**config.mk**
```make
export PLATFORM = sky130hd
export DESIGN_NAME = reorder_buffer
export DESIGN_NICKNAME = d
export VERILOG_FILES = /design/src/rtl/reorder_buffer.sv
export SDC_FILE = /design/constraint.sdc
export NUM_CORES = 1
export LEC_CHECK = 0
export ABC_AREA = 0
export BUFFER_PORTS_ARGS = -buffer_cell sky130_fd_sc_hd__buf_2
export CORE_MARGIN = 1
export CORE_UTILIZATION = 60
export CTS_CLUSTER_DIAMETER = 60
export CTS_CLUSTER_SIZE = 8
export DETAILED_ROUTE_END_ITERATION = 16
export PLACE_DENSITY = 0.79
export SYNTH_ARGS = -nofsm -noshare
export SYNTH_HDL_FRONTEND = slang
export SYNTH_SLANG_ARGS = --single-unit
```
**constraint.sdc**
```tcl
create_clock -name clk -period 3.9 [get_ports clk]
set_input_delay 0.195 -clock clk [delete_from_list [all_inputs] [get_ports clk]]
set_output_delay 0.195 -clock clk [all_outputs]
set_load 0.05 [all_outputs]
```
**src/rtl/reorder_buffer.sv**
```systemverilog
// Circular reorder buffer: in-order retirement of renamed instructions, frees the
// previous physical mapping on commit and flushes everything when a mispredict retires.
module reorder_buffer #(
  parameter int unsigned DEPTH        = 8,
  parameter int unsigned REG_ADDR_LEN = 5,
  parameter int unsigned IDX_LEN      = $clog2(DEPTH)
) (
  input  logic                    clk,
  input  logic                    reset_n,
  input  logic                    dispatch_valid,
  input  logic [REG_ADDR_LEN-1:0] dispatch_arch_dest,
  input  logic [REG_ADDR_LEN-1:0] dispatch_phys_dest,
  input  logic [REG_ADDR_LEN-1:0] dispatch_phys_dest_old,
  output logic                    dispatch_ready,
  output logic [IDX_LEN-1:0]      dispatch_rob_idx,
  input  logic                    cdb_valid,
  input  logic [IDX_LEN-1:0]      cdb_rob_idx,
  input  logic                    cdb_mispredict,
  output logic                    commit_flag,
  output logic [REG_ADDR_LEN-1:0] commit_arch_dest,
  output logic [REG_ADDR_LEN-1:0] commit_phys_reg,
  output logic                    flush_flag,
  output logic [IDX_LEN:0]        count
);

  logic [DEPTH-1:0]        valid_q, valid_d;
  logic [DEPTH-1:0]        done_q, done_d;
  logic [DEPTH-1:0]        mispred_q, mispred_d;
  logic [REG_ADDR_LEN-1:0] arch_q [DEPTH];
  logic [REG_ADDR_LEN-1:0] phys_q [DEPTH];
  logic [REG_ADDR_LEN-1:0] old_q  [DEPTH];

  logic [IDX_LEN-1:0] head_q, head_d;
  logic [IDX_LEN-1:0] tail_q, tail_d;
  logic [IDX_LEN:0]   count_q, count_d;
  logic               accept;

  // Outputs depend on registered state only; commit fields read zero when idle.
  always_comb begin
    dispatch_ready   = count_q < (IDX_LEN+1)'(DEPTH);
    dispatch_rob_idx = tail_q;
    count            = count_q;
    commit_flag      = valid_q[head_q] & done_q[head_q];
    flush_flag       = commit_flag & mispred_q[head_q];
    commit_arch_dest = commit_flag ? arch_q[head_q] : '0;
    commit_phys_reg  = commit_flag ? old_q[head_q] : '0;
  end

  assign accept = dispatch_valid & dispatch_ready;

  always_comb begin
    valid_d   = valid_q;
    done_d    = done_q;
    mispred_d = mispred_q;
    head_d    = head_q;
    tail_d    = tail_q;
    count_d   = count_q + {{IDX_LEN{1'b0}}, accept} - {{IDX_LEN{1'b0}}, commit_flag};

    if (cdb_valid && valid_q[cdb_rob_idx]) begin
      done_d[cdb_rob_idx]    = 1'b1;
      mispred_d[cdb_rob_idx] = cdb_mispredict;
    end

    if (accept) begin
      valid_d[tail_q]   = 1'b1;
      done_d[tail_q]    = 1'b0;
      mispred_d[tail_q] = 1'b0;
      tail_d            = tail_q + IDX_LEN'(1);
    end

    if (commit_flag) begin
      valid_d[head_q]   = 1'b0;
      done_d[head_q]    = 1'b0;
      mispred_d[head_q] = 1'b0;
      head_d            = head_q + IDX_LEN'(1);
    end

    // A retiring mispredict overrides every other same-cycle update.
    if (flush_flag) begin
      valid_d   = '0;
      done_d    = '0;
      mispred_d = '0;
      head_d    = '0;
      tail_d    = '0;
      count_d   = '0;
    end
  end

  always_ff @(posedge clk or negedge reset_n) begin
    if (!reset_n) begin
      valid_q   <= '0;
      done_q    <= '0;
      mispred_q <= '0;
      head_q    <= '0;
      tail_q    <= '0;
      count_q   <= '0;
    end else begin
      valid_q   <= valid_d;
      done_q    <= done_d;
      mispred_q <= mispred_d;
      head_q    <= head_d;
      tail_q    <= tail_d;
      count_q   <= count_d;
    end
  end

  always_ff @(posedge clk or negedge reset_n) begin
    if (!reset_n) begin
      for (int unsigned i = 0; i < DEPTH; i++) begin
        arch_q[i] <= '0;
        phys_q[i] <= '0;
        old_q[i]  <= '0;
      end
    end else if (accept && !flush_flag) begin
      arch_q[tail_q] <= dispatch_arch_dest;
      phys_q[tail_q] <= dispatch_phys_dest;
      old_q[tail_q]  <= dispatch_phys_dest_old;
    end
  end

endmodule

```
==> impl_metrics.env, run 1 <==
export IMPL_syn_nets=509
export IMPL_r2r_slack_ns=0.56
export IMPL_fillCellCount=652
export IMPL_die_area_um2=10100
export IMPL_avgSynthCellArea_um2=12.1
export IMPL_ys_ff_latch=114
export IMPL_clk_path_buf_depth=2
export IMPL_num_io_pins=43
export IMPL_die_h_um=100
export IMPL_drc_errors=0
export IMPL_ys_warnings_count=0
export IMPL_die_x_um=100
export IMPL_postCtsResizedCells=0
export IMPL_synth_area_um2=5800
export IMPL_reg2reg_to="count[1]"
export IMPL_wire_per_inst_um=19.5
export IMPL_max_cap_viol_count=0
export IMPL_worst_setup_path_start_kind="register"
export IMPL_hpwlAfterDp_um=8090
export IMPL_final_setup_skew_ns=0.00723
export IMPL_htree_levels=4
export IMPL_grt_max_degree=89
export IMPL_netlist_instances=479
export IMPL_tightest_slew_ns=1.10
export IMPL_worstPathRequired_ns=4.28
export IMPL_status="finished, final reports clean"
export IMPL_crit_type="reg -> reg"
export IMPL_cp_max_fo=14
export IMPL_hp_class="in -> reg"
export IMPL_p_per_area_nw_per_um2=932
export IMPL_worstRegToRegCells=11
export IMPL_worst_setup_path_end_kind="register"
export IMPL_antenna_found_initial=0
export IMPL_routed_via_count=4060
export IMPL_fin_hold_ws_ns=0.0105
export IMPL_whs_path_depth=2
export IMPL_cts_tree="yes"
export IMPL_initial_core_util_pct=62.5
export IMPL_cts_sinks=114
export IMPL_fp_coreArea_um2=9280
export IMPL_cts_setup_buffers=0
export IMPL_n_antenna_cell=0
export IMPL_cts_clk_slew_worst_paths_ns=0.06
export IMPL_drv_slew=0
export IMPL_final_min_clock_period_ns=3.34
export IMPL_grt_pass1_wl_um=21400
export IMPL_rows=35
export IMPL_synth_seq_area_share_pct=49.2
export IMPL_ctsHoldBuffers=1
export IMPL_synth_ff_type="dfrtp_1"
export IMPL_peakVddDrop_v=0.000465
export IMPL_cts_buffers=17
export IMPL_critPathArrivalTime_ns=3.72
export IMPL_fin_setup_tns_ns=0
export IMPL_final_layout_size_suffix_gt1_share_pct=34.1
export IMPL_portBuffers=37
export IMPL_synth_cell_types=53
export IMPL_insertion_delay_ns=0.52
export IMPL_drtIter0Drc=175
export IMPL_dr_pass1_iters=5
export IMPL_fin_nets=551
export IMPL_hp_start="dispatch_arch_dest[1]"
export IMPL_max_slew_margin_pct=26.9
export IMPL_hold_viol_final=0
export IMPL_grtUsageTotal_pct=28.4
export IMPL_async_reset_ff_share_pct=100
export IMPL_r2r_start="head_q[0]"
export IMPL_syn_to_final_growth_pct=15.0
export IMPL_wl_um=12900
export IMPL_p_leak_uw=0.00295
export IMPL_grt_pass1_vias=4187
export IMPL_synth_enable_flop_cells=0
export IMPL_grt_overflow=0
export IMPL_setup_violations=0
export IMPL_drtAntennaViolNets=0
export IMPL_clock_fmax_mhz=300
export IMPL_root_buffer="clkbuf_8"
export IMPL_globalplace_congestion=0.885
export IMPL_rsz0062_at_grt="no"
export IMPL_min_period_over_period_pct=85.6
export IMPL_hold_end="arch_q[16]"
export IMPL_vias_per_cell=6.12
[where the power goes]
group          internal [uW]  total, uW  switching [uW]
Combinational           1070       2680            1610
Sequential              1730       2090             354
Clock                    863       1450             592
Total                   3660       6220            2560
[cells by family after synthesis]
kind of cell / count (synthesis) / share of synthesized area [%]
multiplexers: 115 / 23.6
flip-flops: 114 / 49.2
AND/OR/NAND/NOR: 116 / 9.73
AO/OA/AOI/OAI: 80 / 11.8
XOR/XNOR: 5 / 0.755
adder cells (fa/ha/maj): 7 / 1.64
buffers and inverters: 42 / 3.30
[critical path, cell delays in order (launching register included)]
cell	delay [ns]
dfrtp_1	0.52
buf_4	0.26
nand3b_1	0.19
a22oi_1	0.25
a31oi_2	0.12
or2_2	0.47
inv_1	0.29
ha_1	0.28
inv_1	0.06
ha_1	0.18
fa_1	0.41
nor2b_1	0.14
[registers in the layout (all words and copies together) (netlist names)]
name / count
done_q: 8
valid_q: 8
arch_q: 40
mispred_q: 8
dispatch_rob_idx: 3
old_q: 40
count: 4
head_q: 3
[cell type report]
type,count,area (um2),share of cell area (%)
flip-flops and latches,114,2850,42.8
inverters,18,67.6,1.01
multi-input cells,323,2760,41.4
clock inverters,15,149,2.23
repair buffers,47,265,3.98
clock buffers,17,414,6.21
well taps,129,161,2.42
[metrics by stage]
step / util [%] / instance area (um2) / setup slack, ns / power, uW / std cells
5_1_grt: 71.9 / 6670 / 0.346 / 6570 / 663
4_1_cts: 71.9 / 6670 / 0.616 / 6220 / 663
2_1_floorplan: - / 5800 / 0.711 / 4140 / 479
3_5_place_dp: 65.7 / 6100 / 0.651 / 4710 / 630
3_3_place_gp: 65.7 / 6100 / 0.719 / 4590 / 630
6_report: 71.9 / 6670 / 0.561 / 6220 / 663
[cell usage after synthesis, types with 4 or more instances]
master / count / area share, %
clkbuf_1: 10 / 0.65
mux4_2: 5 / 1.9
nand3b_1: 8 / 1.0
buf_2: 6 / 0.52
nand3_1: 7 / 0.60
buf_4: 5 / 0.65
nor2b_1: 5 / 0.54
inv_1: 18 / 1.2
nor3_1: 13 / 1.1
dfrtp_1: 114 / 49
a21oi_1: 12 / 1.0
nand2b_1: 7 / 0.75
o21ai_0: 8 / 0.69
mux2i_1: 21 / 3.6
ha_1: 6 / 1.3
nor2_1: 34 / 2.2
nand2_1: 29 / 1.9
o22ai_1: 5 / 0.54
o31ai_4: 8 / 2.9
a21o_1: 4 / 0.52
mux2_2: 86 / 17
a211oi_1: 18 / 2.3
o2111ai_1: 4 / 0.60
[per-layer routing]
metal	routed length [um]	share of wire (%)	up-vias	GRT usage (%)
met2	6430	50	117	46.2
met4	209	1.6	0	11.4
met5	0	0	-	0
met1	5570	43	2068	36.9
li1	-	-	1853	-
met3	719	5.6	22	6.82
[worst max-delay path by stage]
stage                     cells after the start  startpoint         end  slack [ns]
after detailed placement                     11   head_q[0]    count[1]        0.65
after global placement                       11   head_q[0]    count[1]        0.72
final                                        11   head_q[0]    count[1]        0.56
after floorplan                              13   head_q[2]    count[1]        0.71
after CTS                                     6   head_q[0]  flush_flag        0.62
after global routing                         13   head_q[0]    count[3]        0.35
[cells in the final DEF (no fill, tap or decap), types with 4 or more instances in the layout]
master / instances
o21ai_0: 8
clkinv_4: 4
o22ai_1: 5
nor3_1: 13
nor2b_1: 5
nand3b_1: 8
clkbuf_16: 16
nor2_1: 34
mux4_2: 5
mux2i_1: 21
inv_1: 18
o2111ai_1: 4
ha_1: 6
dfrtp_1: 114
nand3_1: 7
nand2b_1: 7
inv_6: 5
a211oi_1: 18
a21oi_1: 12
a21o_1: 4
nand2_1: 29
o31ai_4: 8
mux2_2: 86
buf_4: 10
buf_2: 36
Note: power is estimated with default switching activity, not from simulation.
==> run 2: changes to the inputs <==
--- a/config.mk
+++ b/config.mk
@@ -7,7 +7,7 @@
 export LEC_CHECK = 0
 export ABC_AREA = 0
 export BUFFER_PORTS_ARGS = -buffer_cell sky130_fd_sc_hd__buf_2
-export CORE_MARGIN = 1
+export CORE_MARGIN = 2
 export CORE_UTILIZATION = 60
 export CTS_CLUSTER_DIAMETER = 60
 export CTS_CLUSTER_SIZE = 8
==> impl_metrics.env, run 2 (same netlist as run 1, synthesis figures left out) <==
export IMPL_hold_viol_final=0
export IMPL_p_per_area_nw_per_um2=923
export IMPL_insertion_delay_ns=0.52
export IMPL_final_min_clock_period_ns=3.43
export IMPL_portBuffers=37
export IMPL_switching_power_uw=2550
export IMPL_p_seq_share_pct=33.8
export IMPL_rsz0062_at_grt="no"
export IMPL_drv_slew=0
export IMPL_fin_setup_tns_ns=0
export IMPL_crit_slowest_cell="o221ai_2"
export IMPL_peakVddDrop_v=0.000415
export IMPL_hpwlAfterDp_um=8540
export IMPL_globalplace_congestion=0.908
export IMPL_clock_fmax_mhz=292
export IMPL_dr_pass1_iters=5
export IMPL_rows=35
export IMPL_syn_to_final_growth_pct=14.8
export IMPL_hp_class="in -> reg"
export IMPL_p_leak_uw=0.00294
export IMPL_grtUsageTotal_pct=27.3
export IMPL_antenna_found_initial=0
export IMPL_cts_sinks=114
export IMPL_worst_setup_path_end_kind="primary output"
export IMPL_cts_tree="yes"
export IMPL_routed_via_count=4132
export IMPL_min_period_over_period_pct=87.8
export IMPL_final_layout_size_suffix_gt1_share_pct=34.3
export IMPL_drc_errors=0
export IMPL_worst_setup_path_start_kind="register"
export IMPL_die_h_um=102
export IMPL_cts_setup_buffers=0
export IMPL_final_setup_skew_ns=0.00618
export IMPL_comb_power_share_pct=44.1
export IMPL_dp_cells=632
export IMPL_top_regs="arch_q x40, old_q x40"
export IMPL_critPathArrivalTime_ns=3.23
export IMPL_p_clk_share_pct=22.1
export IMPL_max_slew_margin_pct=22.0
export IMPL_swShare_pct=41.5
export IMPL_grt_overflow=0
export IMPL_tightest_slew_ns=1.17
export IMPL_r2r_start="head_q[2]"
export IMPL_layout_commonest_cell="dfrtp_1"
export IMPL_grt_pass1_vias=4185
export IMPL_die_x_um=102
export IMPL_hp_start="dispatch_arch_dest[1]"
export IMPL_placed_cell_area_um2=6110
export IMPL_root_buffer="clkbuf_8"
export IMPL_htree_levels=4
export IMPL_vias_per_cell=6.20
export IMPL_total_power_uw=6150
export IMPL_fillCellCount=629
export IMPL_wl_um=13300
export IMPL_grt_pass1_wl_um=21300
export IMPL_drtIter0Drc=203
export IMPL_cts_buffers=17
export IMPL_cts_clk_slew_worst_paths_ns=0.06
export IMPL_cp_startpoint="head_q[1]"
export IMPL_grt_max_degree=55
export IMPL_fin_nets=554
export IMPL_wire_per_inst_um=20.0
export IMPL_drtAntennaViolNets=0
export IMPL_max_cap_viol_count=0
export IMPL_crit_type="reg -> out"
export IMPL_mostFrequentLayoutCells="114 x dfrtp_1, 86 x mux2_2, 36 x buf_2, 34 x nor2_1, 29 x nand2_1"
export IMPL_worstPathRequired_ns=3.70
export IMPL_postCtsResizedCells=0
export IMPL_initial_core_util_pct=62.2
export IMPL_cp_cell_sequence="buf_4 > nand2_1 > o221ai_2 > nor3_2 > buf_2"
export IMPL_cp_max_fo=34
export IMPL_num_io_pins=43
export IMPL_die_area_um2=10500
export IMPL_p_int_uw=3600
export IMPL_finalNonFillerCells=666
export IMPL_max_stage_delay_ns=0.93
export IMPL_setup_violations=0
export IMPL_multiInputGateArea_um2=2760
export IMPL_status="finished, final reports clean"
export IMPL_design_area_um2=6660
export IMPL_n_antenna_cell=0
export IMPL_regArea_um2=2850
export IMPL_clk_path_buf_depth=2
export IMPL_fp_coreArea_um2=9330
-- run 2: repair_timing --
item,in CTS,in global routing
setup endpoints to repair,0,0
endpoints found under the hold margin,56,0
hold buffers,2,0
-- run 2: path summary, 6_finish.rpt --
path / cells past startpoint / end / slack, ns
max: 5 / flush_flag / 0.47
min: 2 / arch_q[16] / 0.01
max reg2reg: 12 / count[2] / 0.60
min reg2reg: 1 / old_q[39] / 0.50
max in group asynchronous: 3 / head_q[1] / 2.75
min in group asynchronous: 2 / done_q[1] / 0.27
-- run 2: area by class of cell --
type                       instances  area share, %
sequential                       114           42.8
multi-input combinational        323           41.5
clock buffer                      17           6.22
timing repair buffer              50           4.36
tap                              129           2.42
clock inverter                    15           1.67
inverter                          18           1.01
-- run 2: per-stage QoR --
step                      hold WS, ns  utilization, %  setup slack [ns]
after CTS                     0.00538            71.4             0.469
after detailed placement        0.279            65.6             0.679
after global routing           0.0134            71.4             0.304
final                          0.0129            71.4             0.474
after floorplan                -0.101               -             0.711
after global placement          0.270            65.6             0.759
-- run 2: critical path: cells and delay by family (launching register included) --
family                 cells  cell delay, ns
DFF                        1            0.54
buffers and inverters      2            0.78
and+or+nand+nor            2            0.46
AOI/OAI and AO/OA          1            0.93
-- run 2: power groups by stage --
stage                     Sequential (uW)  Combinational, uW  Clock (uW)
final                                2080               2710        1360
after global routing                 2130               2930        1430
after CTS                            2070               2710        1370
after detailed placement             2080               2680           0
after global placement               2040               2570           0
after floorplan                      2090               2050           0
-- run 2: metal layers --
| layer | vias to the layer above | GRT usage [%] | part of all wire (%) |
|---|---|---|---|
| li1 | 1861 | - | - |
| met2 | 130 | 43.3 | 49 |
| met1 | 2119 | 36.9 | 44 |
| met3 | 22 | 8.00 | 5.1 |
| met5 | - | 0 | 0 |
| met4 | 0 | 8.21 | 1.6 |
==> run 3: changes to the inputs <==
==> constraint.sdc (replaced) <==
create_clock -name clk -period 3.5 [get_ports clk]
set_input_delay 0.175 -clock clk [delete_from_list [all_inputs] [get_ports clk]]
set_output_delay 0.175 -clock clk [all_outputs]
set_load 0.05 [all_outputs]
==> impl_metrics.env, run 3 (same netlist as run 1, synthesis figures left out) <==
export IMPL_num_io_pins=43
export IMPL_rows=35
export IMPL_layout_commonest_cell="dfrtp_1"
export IMPL_max_slew_margin_pct=33.7
export IMPL_path_depth=7
export IMPL_portBuffers=37
export IMPL_p_seq_share_pct=32.3
export IMPL_min_period_over_period_pct=92.8
export IMPL_cp_cell_sequence="buf_4 > nand2b_1 > a2bb2oi_1 > o221ai_2 > buf_12 > nor3_2 > buf_2"
export IMPL_cts_buffers=17
export IMPL_wire_per_inst_um=19.9
export IMPL_grt_overflow=0
export IMPL_regArea_um2=2850
export IMPL_crit_family="buffers and inverters"
export IMPL_whs_path_depth=2
export IMPL_grt_pass1_vias=4319
export IMPL_clk_path_buf_depth=2
export IMPL_worstRegToRegCells=11
export IMPL_syn_to_final_growth_pct=17.9
export IMPL_top_regs="arch_q x40, old_q x40"
export IMPL_fin_nets=559
export IMPL_peakVddDrop_v=0.000606
export IMPL_crit_type="reg -> out"
export IMPL_postCtsResizedCells=0
export IMPL_drc_errors=0
export IMPL_worstPathRequired_ns=3.32
export IMPL_cts_tree="yes"
export IMPL_insertion_delay_ns=0.52
export IMPL_mostFrequentLayoutCells="114 x dfrtp_1, 86 x mux2_2, 36 x buf_2, 34 x nor2_1, 29 x nand2_1"
export IMPL_grt_max_degree=64
export IMPL_final_min_clock_period_ns=3.25
export IMPL_wl_um=13400
export IMPL_setup_violations=0
export IMPL_drtAntennaViolNets=0
export IMPL_initial_core_util_pct=62.2
export IMPL_worst_setup_path_start_kind="register"
export IMPL_fillCellCount=626
export IMPL_cts_sinks=114
export IMPL_comb_power_share_pct=42.0
export IMPL_swShare_pct=39.5
export IMPL_root_buffer="clkbuf_8"
export IMPL_hp_class="in -> reg"
export IMPL_grtUsageTotal_pct=28.4
export IMPL_final_setup_skew_ns=0.00797
export IMPL_rsz0062_at_grt="no"
export IMPL_die_x_um=102
export IMPL_multiInputGateArea_um2=2760
export IMPL_final_layout_size_suffix_gt1_share_pct=33.6
export IMPL_vias_per_cell=6.15
export IMPL_status="finished, final reports clean"
export IMPL_fin_setup_tns_ns=0
export IMPL_routed_via_count=4129
export IMPL_fp_coreArea_um2=9330
export IMPL_grt_pass1_wl_um=22100
export IMPL_globalplace_congestion=0.864
export IMPL_antenna_found_initial=0
export IMPL_switching_power_uw=2850
export IMPL_critPathArrivalTime_ns=3.07
export IMPL_die_h_um=102
export IMPL_final_core_utilization_pct=73.3
export IMPL_p_leak_uw=0.00302
export IMPL_clock_fmax_mhz=308
export IMPL_max_cap_viol_count=0
export IMPL_max_stage_delay_ns=0.56
export IMPL_p_per_area_nw_per_um2=1050
export IMPL_p_int_uw=4360
export IMPL_tightest_slew_ns=0.970
export IMPL_cts_clk_slew_worst_paths_ns=0.06
export IMPL_n_antenna_cell=0
export IMPL_p_clk_share_pct=25.7
export IMPL_cp_max_fo=13
export IMPL_dr_pass1_iters=4
export IMPL_drv_slew=0
export IMPL_worst_setup_path_end_kind="primary output"
export IMPL_die_area_um2=10500
export IMPL_drtIter0Drc=244
export IMPL_cts_setup_buffers=0
export IMPL_crit_slowest_cell="dfrtp_1"
export IMPL_crit_buf_inv=3
export IMPL_hpwlAfterDp_um=8470
export IMPL_htree_levels=4
export IMPL_hold_viol_final=0
[run 3: worst paths after layout]
kind                               to  slack, ns             startpoint
max                        flush_flag       0.25              head_q[0]
min                         arch_q[6]      0.007  dispatch_arch_dest[1]
max reg2reg                  count[2]       0.31              head_q[2]
min reg2reg                 old_q[10]       0.50              old_q[10]
max in group asynchronous  arch_q[36]       2.30                reset_n
min in group asynchronous   done_q[7]       0.30                reset_n
[run 3: cell type report]
cell class / count / area share (%)
clock buffers: 19 / 6.46
clock inverters: 13 / 2.87
inverters: 18 / 0.988
multi-input cells: 323 / 40.4
flip-flops and latches: 114 / 41.7
well taps: 129 / 2.36
repair buffers: 55 / 5.23
[run 3: power groups by stage]
stage | Combinational, uW | Sequential (uW) | Clock, uW
2_1_floorplan | 2280 | 2330 | 0
3_3_place_gp | 2880 | 2280 | 0
3_5_place_dp | 2990 | 2320 | 0
4_1_cts | 3030 | 2320 | 1870
5_1_grt | 3290 | 2400 | 1930
6_report | 3020 | 2330 | 1850
[run 3: through the flow]
stage	hold WS [ns]	setup WS, ns	power [uW]	instance area [um2]	cells
floorplan	-0.121	0.311	4620	5800	479
global placement	0.300	0.489	5160	6110	630
detailed placement	0.313	0.394	5310	6110	630
CTS	0.000397	0.261	7210	6840	671
global route	0.0226	0.0512	7620	6840	671
finish	0.00749	0.251	7200	6840	671
[run 3: metal layers]
| layer | vias to the layer above | global-route usage [%] | routed length (um) |
|---|---|---|---|
| li1 | 1866 | - | - |
| met2 | 141 | 47.3 | 6620 |
| met3 | 28 | 5.54 | 804 |
| met1 | 2094 | 35.8 | 5640 |
| met5 | - | 0 | 0 |
| met4 | 0 | 13.8 | 301 |
[run 3: repair_timing]
item,CTS,global route
hold endpoints to repair,114,0
setup endpoints to repair,0,0
hold buffers,9,0
